<file path="src/rtl/axi_st_seq_pkg.sv">
// Shared definitions for the AXI-stream pattern test sequencer: state
// encoding, pattern select codes, mask bit positions and index helpers.
package axi_st_seq_pkg;

    typedef enum logic [2:0] {
        ST_IDLE  = 3'd0,
        ST_LOAD  = 3'd1,
        ST_RUN   = 3'd2,
        ST_CHECK = 3'd3,
        ST_DONE  = 3'd4
    } seq_state_t;

    // Pattern select codes presented on patgen_sel
    localparam logic [1:0] SEL_FIXED = 2'b00;
    localparam logic [1:0] SEL_RAND  = 2'b01;
    localparam logic [1:0] SEL_INCR  = 2'b10;

    // Bit positions inside cfg_pat_mask / pass_vec
    localparam int MASK_FIXED = 0;
    localparam int MASK_RAND  = 1;
    localparam int MASK_INCR  = 2;
    localparam int NUM_PAT    = 3;

    localparam logic [8:0] BEAT_MAX = 9'd511;

    // Map a pattern index (mask bit position) to its generator select code
    function automatic logic [1:0] idx_to_sel(input logic [1:0] idx);
        logic [1:0] sel;
        case (idx)
            2'd1:    sel = SEL_RAND;
            2'd2:    sel = SEL_INCR;
            default: sel = SEL_FIXED;
        endcase
        return sel;
    endfunction

    // Lowest set mask bit at or above position lo; result is {found, index}
    function automatic logic [2:0] find_set(input logic [2:0] mask, input logic [2:0] lo);
        logic [2:0] r;
        r = 3'b000;
        for (int i = NUM_PAT - 1; i >= 0; i--) begin
            if (mask[i] && (i >= int'(lo))) begin
                r = {1'b1, i[1:0]};
            end
        end
        return r;
    endfunction

endpackage

</file>
<file path="src/rtl/axi_st_seq_timer.sv">
// Per-pattern watchdog. Counts enabled cycles since the last clear and
// flags expiry in the cycle whose count reaches the limit. A zero limit
// disables expiry entirely.
module axi_st_seq_timer #(
    parameter int TIMEOUT_W = 16
) (
    input  logic                 clk,
    input  logic                 rst,
    input  logic                 clear,
    input  logic                 enable,
    input  logic [TIMEOUT_W-1:0] limit,
    output logic                 expire
);

    logic [TIMEOUT_W-1:0] count_reg;

    // Cycle counter: clear has priority over counting
    always_ff @(posedge clk or posedge rst) begin
        if (rst) begin
            count_reg <= '0;
        end else if (clear) begin
            count_reg <= '0;
        end else if (enable) begin
            count_reg <= count_reg + TIMEOUT_W'(1);
        end
    end

    // Extra bit on the compare keeps a limit of all-ones reachable
    assign expire = enable && !clear && (limit != '0) &&
                    (({1'b0, count_reg} + (TIMEOUT_W + 1)'(1)) == {1'b0, limit});

endmodule

</file>
<file path="src/rtl/axi_st_patgen_seq.sv">
// Test sequencer: walks the enabled patterns in mask order, pulses the
// generator for each one, counts accepted stream beats, collects the
// checker verdict and guards every pattern with a watchdog.
module axi_st_patgen_seq #(
    parameter int TIMEOUT_W = 16
) (
    input  logic                 wr_clk,
    input  logic                 rst,
    input  logic                 start,
    input  logic [2:0]           cfg_pat_mask,
    input  logic [8:0]           cfg_beats,
    input  logic [TIMEOUT_W-1:0] cfg_timeout,
    output logic                 patgen_en,
    output logic [1:0]           patgen_sel,
    output logic [8:0]           patgen_cnt,
    input  logic                 axist_valid,
    input  logic                 axist_rdy,
    input  logic                 chk_done,
    input  logic                 chk_pass,
    output logic                 busy,
    output logic                 done,
    output logic [2:0]           pass_vec,
    output logic                 timeout_err,
    output logic [8:0]           beat_cnt
);

    import axi_st_seq_pkg::*;

    seq_state_t           state_reg, state_next;
    logic [1:0]           idx_reg, idx_next;
    logic [2:0]           mask_reg;
    logic [8:0]           beats_reg;
    logic [TIMEOUT_W-1:0] timeout_reg;
    logic [1:0]           sel_reg;
    logic [8:0]           cnt_reg;
    logic [8:0]           beat_cnt_reg;
    logic [2:0]           pass_reg, pass_next;
    logic                 terr_reg;

    logic       load_cfg, wd_clear, wd_enable, wd_expire;
    logic       beat_clear, beat_inc, pass_wr, pass_val, terr_set, advance;
    logic       handshake;
    logic [2:0] start_find, adv_find;

    assign handshake  = axist_valid & axist_rdy;
    assign start_find = find_set(cfg_pat_mask, 3'd0);
    assign adv_find   = find_set(mask_reg, {1'b0, idx_reg} + 3'd1);

    axi_st_seq_timer #(
        .TIMEOUT_W(TIMEOUT_W)
    ) u_timer (
        .clk    (wr_clk),
        .rst    (rst),
        .clear  (wd_clear),
        .enable (wd_enable),
        .limit  (timeout_reg),
        .expire (wd_expire)
    );

    // Next-state and control decode; a finished pattern hops to the next enabled one
    always_comb begin
        state_next = state_reg;
        idx_next   = idx_reg;
        load_cfg   = 1'b0;
        wd_clear   = 1'b0;
        wd_enable  = 1'b0;
        beat_clear = 1'b0;
        beat_inc   = 1'b0;
        pass_wr    = 1'b0;
        pass_val   = 1'b0;
        terr_set   = 1'b0;
        advance    = 1'b0;
        case (state_reg)
            ST_IDLE: begin
                if (start) begin
                    load_cfg = 1'b1;
                    if (start_find[2]) begin
                        state_next = ST_LOAD;
                        idx_next   = start_find[1:0];
                    end else begin
                        state_next = ST_DONE;
                    end
                end
            end
            ST_LOAD: begin
                wd_clear   = 1'b1;
                beat_clear = 1'b1;
                state_next = ST_RUN;
            end
            ST_RUN: begin
                wd_enable = 1'b1;
                if (handshake && (beat_cnt_reg != BEAT_MAX)) begin
                    beat_inc = 1'b1;
                end
                if (wd_expire) begin
                    terr_set = 1'b1;
                    pass_wr  = 1'b1;
                    advance  = 1'b1;
                end else if (beats_reg == 9'd0) begin
                    state_next = ST_CHECK;
                end else if (handshake && ((beat_cnt_reg + 9'd1) == beats_reg)) begin
                    state_next = ST_CHECK;
                end
            end
            ST_CHECK: begin
                wd_enable = 1'b1;
                // The checker verdict beats a watchdog expiry in the same cycle
                if (chk_done) begin
                    pass_wr  = 1'b1;
                    pass_val = chk_pass;
                    advance  = 1'b1;
                end else if (wd_expire) begin
                    terr_set = 1'b1;
                    pass_wr  = 1'b1;
                    advance  = 1'b1;
                end
            end
            ST_DONE: begin
                state_next = ST_IDLE;
            end
            default: begin
                state_next = ST_IDLE;
            end
        endcase
        if (advance) begin
            if (adv_find[2]) begin
                state_next = ST_LOAD;
                idx_next   = adv_find[1:0];
            end else begin
                state_next = ST_DONE;
            end
        end
    end

    // State and current pattern index
    always_ff @(posedge wr_clk or posedge rst) begin
        if (rst) begin
            state_reg <= ST_IDLE;
            idx_reg   <= 2'd0;
        end else begin
            state_reg <= state_next;
            idx_reg   <= idx_next;
        end
    end

    // Configuration captured only by a start accepted in IDLE
    always_ff @(posedge wr_clk or posedge rst) begin
        if (rst) begin
            mask_reg    <= 3'b000;
            beats_reg   <= 9'd0;
            timeout_reg <= '0;
        end else if (load_cfg) begin
            mask_reg    <= cfg_pat_mask;
            beats_reg   <= cfg_beats;
            timeout_reg <= cfg_timeout;
        end
    end

    // Generator select/count are set on entry to LOAD and held until the next LOAD
    always_ff @(posedge wr_clk or posedge rst) begin
        if (rst) begin
            sel_reg <= SEL_FIXED;
            cnt_reg <= 9'd0;
        end else if (state_next == ST_LOAD) begin
            sel_reg <= idx_to_sel(idx_next);
            cnt_reg <= load_cfg ? cfg_beats : beats_reg;
        end
    end

    // Accepted-beat counter, cleared in LOAD, counting only in RUN
    always_ff @(posedge wr_clk or posedge rst) begin
        if (rst) begin
            beat_cnt_reg <= 9'd0;
        end else if (beat_clear) begin
            beat_cnt_reg <= 9'd0;
        end else if (beat_inc) begin
            beat_cnt_reg <= beat_cnt_reg + 9'd1;
        end
    end

    // Per-pattern result bits: cleared by a new run, written for the current index only
    genvar gi;
    generate
        for (gi = 0; gi < NUM_PAT; gi++) begin : g_pass
            assign pass_next[gi] = load_cfg ? 1'b0 :
                                   (pass_wr && (idx_reg == 2'(gi))) ? pass_val :
                                   pass_reg[gi];
        end
    endgenerate

    // Result flags: pass bits and sticky watchdog error
    always_ff @(posedge wr_clk or posedge rst) begin
        if (rst) begin
            pass_reg <= 3'b000;
            terr_reg <= 1'b0;
        end else begin
            pass_reg <= pass_next;
            if (load_cfg) begin
                terr_reg <= 1'b0;
            end else if (terr_set) begin
                terr_reg <= 1'b1;
            end
        end
    end

    assign patgen_en   = (state_reg == ST_LOAD);
    assign busy        = (state_reg != ST_IDLE);
    assign done        = (state_reg == ST_DONE);
    assign patgen_sel  = sel_reg;
    assign patgen_cnt  = cnt_reg;
    assign beat_cnt    = beat_cnt_reg;
    assign pass_vec    = pass_reg;
    assign timeout_err = terr_reg;

endmodule

</file>
<file path="config.mk">
export PLATFORM = sky130hd
export DESIGN_NAME = axi_st_patgen_seq
export DESIGN_NICKNAME = d
export VERILOG_FILES = /design/src/rtl/axi_st_seq_pkg.sv /design/src/rtl/axi_st_seq_timer.sv /design/src/rtl/axi_st_patgen_seq.sv
export SDC_FILE = /design/constraint.sdc
export NUM_CORES = 1
export LEC_CHECK = 0
export ABC_AREA = 0
export CAP_MARGIN = 20
export CORE_MARGIN = 5
export CORE_UTILIZATION = 54
export CTS_BUF_LIST = sky130_fd_sc_hd__clkbuf_4 sky130_fd_sc_hd__clkbuf_8 sky130_fd_sc_hd__clkbuf_16
export DETAILED_ROUTE_END_ITERATION = 7
export PLACE_DENSITY = 0.8
export SLEW_MARGIN = 10
export SYNTH_ARGS = -nofsm -noshare
export SYNTH_HDL_FRONTEND = slang
export SYNTH_HIERARCHICAL = 1
export SYNTH_SLANG_ARGS = --single-unit
</file>
<file path="constraint.sdc">
create_clock -name wr_clk -period 4.4 [get_ports wr_clk]
set_input_delay 0.88 -clock wr_clk [delete_from_list [all_inputs] [get_ports wr_clk]]
set_output_delay 0.88 -clock wr_clk [all_outputs]
set_load 0.005 [all_outputs]
</file>
==> results of run 1 <==
## synthesized netlist by cell type, drive strengths merged, types with 2 or more instances
cell	number	share of area (%)
xnor2	23	5.1
dfrtp	72	46
o22ai	3	0.64
nand2	105	10
nand3	16	2.2
nor3	10	1.3
or3b	2	0.45
mux2	9	2.6
o31ai	6	1.3
or4	2	0.48
ha	3	0.96
a31oi	5	0.80
buf	10	1.6
and4	2	0.51
and2	5	0.80
nor2b	3	0.48
xor2	22	4.9
clkbuf	9	0.86
or3	3	0.48
o2bb2ai	2	0.45
nand3b	2	0.38
and3	4	0.67
mux2i	4	1.0
o21ai	21	2.7
nor4	5	0.96
inv	9	0.86
or4b	3	0.77
nor2	36	3.5
a21oi	8	1.0
o211ai	3	0.57
nand2b	4	0.83
nor4b	2	0.61
nand4	9	1.4
nor3b	2	0.38
## worst reg2reg max path: cells and delay by family, from the launching register on
kind,cells,cell delay (ps)
adder cells (fa/ha/maj),1,290
buffers and inverters,1,250
AO/OA/AOI/OAI,4,530
AND/OR/NAND/NOR,5,1500
multiplexers,1,360
flip-flops,1,460
## path summary, 6_finish.rpt
path	startpoint	to	slack, ps
worst max-delay path	u_timer/count_reg[0]	patgen_cnt[2]	900
worst min-delay path	patgen_cnt[7]	patgen_cnt[7]	510
worst max register to register	u_timer/count_reg[0]	patgen_cnt[2]	900
worst min register to register	patgen_cnt[7]	patgen_cnt[7]	510
max in group asynchronous	rst	patgen_cnt[7]	2590
min in group asynchronous	rst	u_timer/count_reg[8]	980
## logic make-up (layout without fill, tap and decap cells)
kind of cell,Yosys count,count (layout),synth area share [%]
XOR/XNOR,45,45,10.05
buffers and inverters,28,91,3.319
AND/OR/NAND/NOR,216,216,26.49
AO/OA/AOI/OAI,56,56,9.608
adder cells (fa/ha/maj),3,3,0.9577
flip-flops,72,72,45.96
multiplexers,13,13,3.607
## metal layers
| metal | track usage (%) | up-vias | part of all wire, % |
|---|---|---|---|
| met1 | 27.30 | 1603 | 43 |
| met3 | 4.736 | 16 | 3.8 |
| li1 | - | 1591 | - |
| met5 | 0 | - | 0 |
| met4 | 8.534 | 0 | 2.1 |
| met2 | 37.96 | 82 | 51 |
## where the power goes
part           internal, mW  total [mW]  switching (mW)
Sequential            0.877        1.13           0.254
Clock                 0.332       0.589           0.256
Combinational         0.544        1.11           0.565
## final cells by class
type | count | area (µm²) | share of cell area [%]
multi-input combinational | 333 | 1997 | 41.39
sequential | 72 | 1802 | 37.34
timing repair buffer | 66 | 648.1 | 13.43
clock buffer | 11 | 138.9 | 2.879
tap | 99 | 123.9 | 2.567
clock inverter | 5 | 81.33 | 1.686
inverter | 9 | 33.78 | 0.7002
## through the flow
step | worst slack, ps | utilization, % | cells
global placement | 1043 | 64.17 | 579
global route | 718.2 | 67.24 | 595
finish | 900.7 | 67.24 | 595
detailed placement | 930.0 | 64.17 | 579
floorplan | 1107 | - | 433
CTS | 922.7 | 67.24 | 595
==> results.yml, run 1 <==
job:
  drv_cap: 0
worst_setup_path:
  crit_path_end_kind: "flip-flop"
  critPathKind: "reg -> reg"
  crit_slowest_cell: "or4b_1"
  worstSetupStartpointType: "flip-flop"
  slowest_delay_ps: 500
  cp.arrival_ps: 3730
  crit_cells: 12
  r2r_cells: 12
  cp_cell_sequence: "ha_1 > nand3_2 > or4b_1 > o211ai_1 > a21oi_1 > or3_1 > nor4_2 > a21o_1 > nand2b_4 > o22ai_2 > buf_4 > mux2_2"
  crit_family: "simple AND/OR/NAND/NOR gates"
  crit_fanout: 13
  path_buf_inv: 1
  required_ps: 4630
final_layout:
  layout_commonest_cell: "nand2_1"
  areaGrowthSynthToFinish_pct: 23.08
  drive_gt1_share_pct: 8.871
  layout_common_cells: "nand2_1 (105), dfrtp_1 (72), clkdlybuf4s50_1 (61)"
  antenna_cells: 0
  nFillCells: 575
  finalInstanceArea_um2: 4825
  fin_nets: 529
yosys:
  synth_enable_flop_cells: 0
  postSynthCellCount: 433
  ys_ff_latch: 72
  synth.yosys.seq_area_share_pct: 45.96
  synth_area_um2: 3920
  yosysWarnings: 6
  syn_area_per_cell_um2: 9.053
  synth_flop_cell: "dfrtp_1"
  synthDistinctLibCells: 57
  syn_nets: 471
  synth-async-reset-ratio_pct: 100.0
floorplan:
  ios: 62
  die_h_um: 95.20
  rows: 31
  initial_core_util_pct: 54.63
  dieWidth_um: 95.20
  die-area_um2: 9063
  coreArea_um2: 7176
timing:
  fin_crit_sh_pct: 79.53
  setup-tns-final_ps: 0
  setup_viol: 0
  hold_ws_ps: 514.3
  period_needed_ps: 3499
  finalMaxSlewViolations: 0
  fin_skew_ps: 7.222
  rsz0062_at_grt: "false"
  slew_headroom_pct: 48.33
  hold_viol: 0
  tightest_slew_ps: 774.0
  timing.fmax_ghz: 0.2858
clock_tree:
  cts_buffers: 9
  cts.sinks: 72
  cts_setup_buffers: 0
  htreeDepth: 3
  cts.clk_slew.worst_paths_ps: 70
  cts_tree: "built"
  ctsHoldBuffers: 0
  clk_path_buf_depth: 2
  cts-resized-gates: 0
  clk_latency_ps: 350
  root_buffer: "clkbuf_8"
place:
  numPortBuffers: 61
  placed_cell_area_um2: 4604
  place_congestion: 0.8727
  dpl.hpwl_um: 6835
global_routing:
  grt_pass1_wl_um: 15660
  grt_use_total_pct: 22.16
  antenna_found_initial: 0
  grt_max_degree: 37
  grt_pass1_vias: 3331
  grt_overflow: 0
routing:
  num_vias: 3292
  routed_wl_um: 9493
  drt_iter0_drc: 182
  vias_per_cell: 5.533
  drtPass1Iterations: 4
  wl_per_cell_um: 15.95
  drc: 0
  final_antenna_net_count: 0
power:
  p_per_area_nw_per_um2: 586.3
  finalPower_mw: 2.829
  p_leak_nw: 2.129
  peakVddDrop_uv: 451.4
hold_path:
  hold_path_class: "reg -> reg"
  hold_depth: 1
status:
  status: "completed"
Power figures use the tool's default switching activity.
==> run 2, diff against run 1 <==
- CORE_UTILIZATION: 54 -> 49
- PLACE_DENSITY: 0.8 -> 0.77
- clock period: 4.4 -> 3.1 ns (I/O delays scaled with it)
==> run 2 against run 1 <==
  * Die area rose by 9.1%
  * Sequential share of layout area down 2.3 points
  * Sequential power rose by 37%
  * Clock-buffer cell count is 2 lower
  * Largest power group is now combinational logic
  * Critical endpoint is now patgen_cnt[8]
  * Wire length grew 6.1%
  * Power up 51%
  * Worst hold slack improved by 3.1 ps
  * First-iteration DRC count is 26% higher
  * Combinational power increased by 70%
  * Final cell count increased by 6.1%
==> results.yml, run 2 (synthesis gave the netlist of run 1 again) <==
final_layout:
  drive_gt1_share_pct: 16.26
  finalInstanceArea_um2: 5157
  layout_common_cells: "nand2_1 (105), dfrtp_1 (69), clkdlybuf4s50_1 (61)"
  nFillCells: 657
  ff_latch_area_um2: 1805
  layout_commonest_cell: "nand2_1"
  fin_nets: 562
  antenna_cells: 0
  areaGrowthSynthToFinish_pct: 31.57
  multi_input_area_um2: 2063
  post-route-util_pct: 66.40
routing:
  drtPass1Iterations: 4
  drt_iter0_drc: 229
  routed_wl_um: 10070
  wl_per_cell_um: 15.97
  drc: 0
  vias_per_cell: 5.406
  num_vias: 3411
  final_antenna_net_count: 0
hold_path:
  hold_path_class: "reg -> reg"
clock_tree:
  cts.sinks: 72
  htreeDepth: 3
  cts_tree: "built"
  clk_path_buf_depth: 2
  cts_buffers: 9
  ctsHoldBuffers: 0
  root_buffer: "clkbuf_8"
  cts.clk_slew.worst_paths_ps: 80
  clk_latency_ps: 350
timing:
  fin_skew_ps: 8.268
  fin_crit_sh_pct: 98.76
  rsz0062_at_grt: "true"
  timing.fmax_ghz: 0.3266
  slew_headroom_pct: 57.59
  tightest_slew_ps: 635.4
  finalMaxSlewViolations: 0
  setup-tns-final_ps: 0
  period_needed_ps: 3062
  hold_viol: 0
  setup_viol: 0
global_routing:
  grt_overflow: 0
  grt_max_degree: 30
  antenna_found_initial: 0
  grt_pass1_wl_um: 17020
  grt_use_total_pct: 21.49
  grt_pass1_vias: 3580
power:
  peakVddDrop_uv: 566.0
  p_per_area_nw_per_um2: 828.4
  finalPower_mw: 4.272
  p_leak_nw: 2.309
worst_setup_path:
  crit_path_end_kind: "flip-flop"
  path_buf_inv: 1
  crit_fanout: 12
  cp.arrival_ps: 3300
  crit_family: "simple AND/OR/NAND/NOR gates"
  cp_cell_sequence: "ha_4 > xor2_1 > nor4b_2 > nand3_1 > or4_4 > nor4_4 > a21o_1 > nand2b_4 > o22ai_4 > buf_12 > mux2_2"
  required_ps: 3330
  slowest_delay_ps: 440
  crit_slowest_cell: "or4_4"
  worstSetupStartpointType: "flip-flop"
  critPathKind: "reg -> reg"
floorplan:
  die-area_um2: 9888
  initial_core_util_pct: 50.47
  coreArea_um2: 7767
  ios: 62
  dieWidth_um: 99.44
  rows: 32
  die_h_um: 99.44
job:
  drv_cap: 0
place:
  place_congestion: 0.9803
  numPortBuffers: 61
  dpl.hpwl_um: 7414
  placed_cell_area_um2: 4886
status:
  status: "completed"
## run 2: changes by cell type in the layout (fill, tap and decap cells not counted), moves of 2 or more
| cell | previous run | this run |
|---|---|---|
| dfrtp_1 | 72 | 69 |
| dfrtp_2 | 0 | 3 |
| buf_4 | 5 | 37 |
| clkbuf_4 | 2 | 0 |
## run 2: through the flow
stage                     hold slack (ps)  setup WS, ps  cells
after floorplan                     462.3         4.000    433
after global placement              489.0        -18.22    614
after detailed placement            495.1        -107.4    614
after CTS                           521.8         6.667    631
after global routing                536.5        -93.31    631
final                               517.3         38.37    631
## run 2: metal layers
layer	up-vias	GRT usage, %	share of wire (%)	wire length [µm]
met5	-	0	0	0
met1	1629	27.43	44	4389
met4	0	9.559	2.1	208
met3	21	3.997	4.8	481
met2	104	35.59	50	4993
li1	1657	-	-	-
## run 2: what timing repair did
action,4_1_cts,5_1_grt
pin swaps,1,1
setup endpoints to repair,12,15
buffers inserted,1,0
gates resized for setup,1,7
## run 2: worst paths after layout
| check | to | start | cells after the start | slack, ps |
|---|---|---|---|---|
| min in group asynchronous | beat_cnt[6] | rst | 2 | 530 |
| min | patgen_cnt[5] | patgen_cnt[5] | 1 | 520 |
| max | patgen_cnt[8] | u_timer/count_reg[1] | 11 | 40 |
| max reg2reg | patgen_cnt[8] | u_timer/count_reg[1] | 11 | 40 |
| max in group asynchronous | idx_reg[0] | rst | 3 | 1940 |
| min reg2reg | patgen_cnt[5] | patgen_cnt[5] | 1 | 520 |
## run 2: worst register-to-register path, stage by stage (launching register included)
cell	delay, ps
dfrtp_1	420
ha_4	260
xor2_1	170
nor4b_2	280
nand3_1	110
or4_4	440
nor4_4	320
a21o_1	180
nand2b_4	100
o22ai_4	180
buf_12	160
mux2_2	340
## run 2: final cells by class
class | instances | share of cell area (%)
clock buffer | 9 | 2.402
clock inverter | 7 | 1.844
inverter | 9 | 0.6550
multi-input combinational | 333 | 40.00
sequential | 72 | 35.01
tap | 102 | 2.475
timing repair buffer | 99 | 17.61
## run 2: power by group
group          internal, mW  switching [mW]
registers              1.25           0.303
logic                 0.938           0.956
clock network         0.454           0.372
total                  2.64            1.63
==> run 3, diff against run 2 <==
- ABC_CLOCK_PERIOD_IN_PS: unset -> 3100
- GPL_TIMING_DRIVEN: unset -> 0
==> run 3 against run 2 <==
  * The flow now finishes with violations (negative setup slack)
  * Power is 6.8% higher
  * Sequential share of layout area fell by 0.82 points
  * Non-clock buffer count rose by 1
  * Largest power group unchanged
  * Critical path type unchanged
  * Maximum frequency is 4.0% lower
  * Wire length is 4.4% higher
  * Die area did not move
  * Register-to-register slack got worse by 130 ps
==> results.yml, run 3 (synthesis gave the netlist of run 1 again) <==
timing:
  rsz0062_at_grt: "true"
  worst_slack_ps: -90.37
  timing.fmax_ghz: 0.3134
  hold_viol: 0
  finalMaxSlewViolations: 0
  hold_ws_ps: 516.5
  fin_crit_sh_pct: 102.9
  slew_headroom_pct: 56.55
  period_needed_ps: 3190
  fin_skew_ps: 17.01
  tightest_slew_ps: 651.0
  setup_viol: 9
power:
  p_leak_nw: 2.338
  p_per_area_nw_per_um2: 863.2
  peakVddDrop_uv: 639.4
worst_setup_path:
  r2r_setup_slack_ps: -90
  cp.arrival_ps: 3430
  path_buf_inv: 1
  r2r_cells: 12
  crit_path_end_kind: "flip-flop"
  worstSetupStartpointType: "flip-flop"
  crit_fanout: 5
  cp_cell_sequence: "ha_4 > nand3_4 > or4b_1 > o211ai_1 > a21oi_1 > or3_4 > nor4_4 > a21o_1 > nand2b_4 > o22ai_4 > buf_6 > mux2_4"
  crit_slowest_cell: "or4b_1"
  required_ps: 3340
  crit_family: "simple AND/OR/NAND/NOR gates"
  slowest_delay_ps: 480
  reg2reg_from: "u_timer/count_reg[0]"
  critPathKind: "reg -> reg"
  crit_cells: 12
  crit-reg2reg-capture: "patgen_cnt[3]"
status:
  violations: "negative setup slack"
  status: "finished with violations"
hold_path:
  hold_depth: 2
  hold_path_startpoint: "mask_reg[1]"
  hold_path_class: "reg -> reg"
  worstHoldEndpoint: "mask_reg[1]"
clock_tree:
  cts_tree: "built"
  cts_buffers: 9
  root_buffer: "clkbuf_8"
  cts.sinks: 72
  htreeDepth: 3
  clk_latency_ps: 360
  cts.clk_slew.worst_paths_ps: 90
  clk_path_buf_depth: 2
  ctsHoldBuffers: 0
final_layout:
  fin_nets: 563
  nFillCells: 586
  areaGrowthSynthToFinish_pct: 34.82
  drive_gt1_share_pct: 17.55
  finalInstanceArea_um2: 5285
  layout_common_cells: "nand2_1 (104), dfrtp_1 (68), clkdlybuf4s50_1 (61)"
  antenna_cells: 0
  layout_commonest_cell: "nand2_1"
global_routing:
  grt_overflow: 0
  grt_use_total_pct: 21.54
  antenna_found_initial: 0
  grt_pass1_wl_um: 16960
  grt_max_degree: 39
  grt_pass1_vias: 3463
job:
  drv_cap: 0
routing:
  num_vias: 3535
  drtPass1Iterations: 5
  drt_iter0_drc: 211
  drc: 0
  wl_per_cell_um: 16.64
  routed_wl_um: 10520
  final_antenna_net_count: 0
  vias_per_cell: 5.593
floorplan:
  dieWidth_um: 99.44
  die_h_um: 99.44
  coreArea_um2: 7767
  ios: 62
  rows: 32
  initial_core_util_pct: 50.47
  die-area_um2: 9888
place:
  dp_slack_ps: -395.0
  placed_cell_area_um2: 4737
  numPortBuffers: 61
  dpl.hpwl_um: 7018
  place_congestion: 0.8749
==> run 3: cell type report <==
| class | count | area [µm²] | share of cell area, % |
|---|---|---|---|
| multi-input combinational | 333 | 2157 | 40.81 |
| sequential | 72 | 1807 | 34.19 |
| clock inverter | 5 | 102.6 | 1.941 |
| buffer | 17 | 98.84 | 1.870 |
| inverter | 9 | 33.78 | 0.6392 |
| tap | 102 | 127.6 | 2.415 |
| clock buffer | 11 | 151.4 | 2.865 |
| timing repair buffer | 83 | 807.0 | 15.27 |
==> run 3: worst max-delay path by stage <==
stage / slack [ps] / to / from
2_1_floorplan: 4 / patgen_cnt[2] / u_timer/count_reg[1]
3_3_place_gp: -350 / patgen_cnt[3] / state_reg[0]
3_5_place_dp: -400 / patgen_cnt[2] / state_reg[0]
4_1_cts: -120 / patgen_cnt[3] / state_reg[0]
5_1_grt: -180 / patgen_cnt[6] / u_timer/count_reg[0]
6_report: -90 / patgen_cnt[3] / u_timer/count_reg[0]
==> run 3: metrics by stage <==
step	instances	TNS, ps	total power, mW	util, %
final	632	-596.5	4.562	68.04
after floorplan	433	0	2.700	-
after global routing	632	-1615	4.846	68.04
after detailed placement	597	-3905	3.267	60.99
after global placement	596	-4203	3.213	60.73
after CTS	628	-856.9	4.467	67.03
==> run 3: report_power, final <==
part | switching (mW) | internal (mW)
Combinational | 1.01 | 1.03
Clock | 0.374 | 0.577
Sequential | 0.322 | 1.25
Total | 1.70 | 2.86
==> run 3: routing by layer <==
layer / vias to the layer above / wire [µm] / GRT usage, % / part of all wire [%]
met5: - / 0 / 0 / 0
met4: 0 / 248 / 7.668 / 2.4
met3: 23 / 644 / 6.381 / 6.1
met2: 146 / 5288 / 35.07 / 50
met1: 1704 / 4333 / 27.27 / 41
li1: 1662 / - / - / -
==> run 3: worst reg2reg max path: stages (launching register included) <==
cell and delay, ps:
dfrtp_2 420, ha_4 180, nand3_4 90, or4b_1 480, o211ai_1 100, a21oi_1 100
or3_4 380, nor4_4 360, a21o_1 190, nand2b_4 80, o22ai_4 220, buf_6 170
mux2_4 300
==> run 3: repair_timing <==
item	CTS	global route
setup buffers	14	7
endpoints found under the setup margin	14	16
hold endpoints to repair	0	0
cloned	1	0
pin swaps	6	8
gates resized for setup	21	19
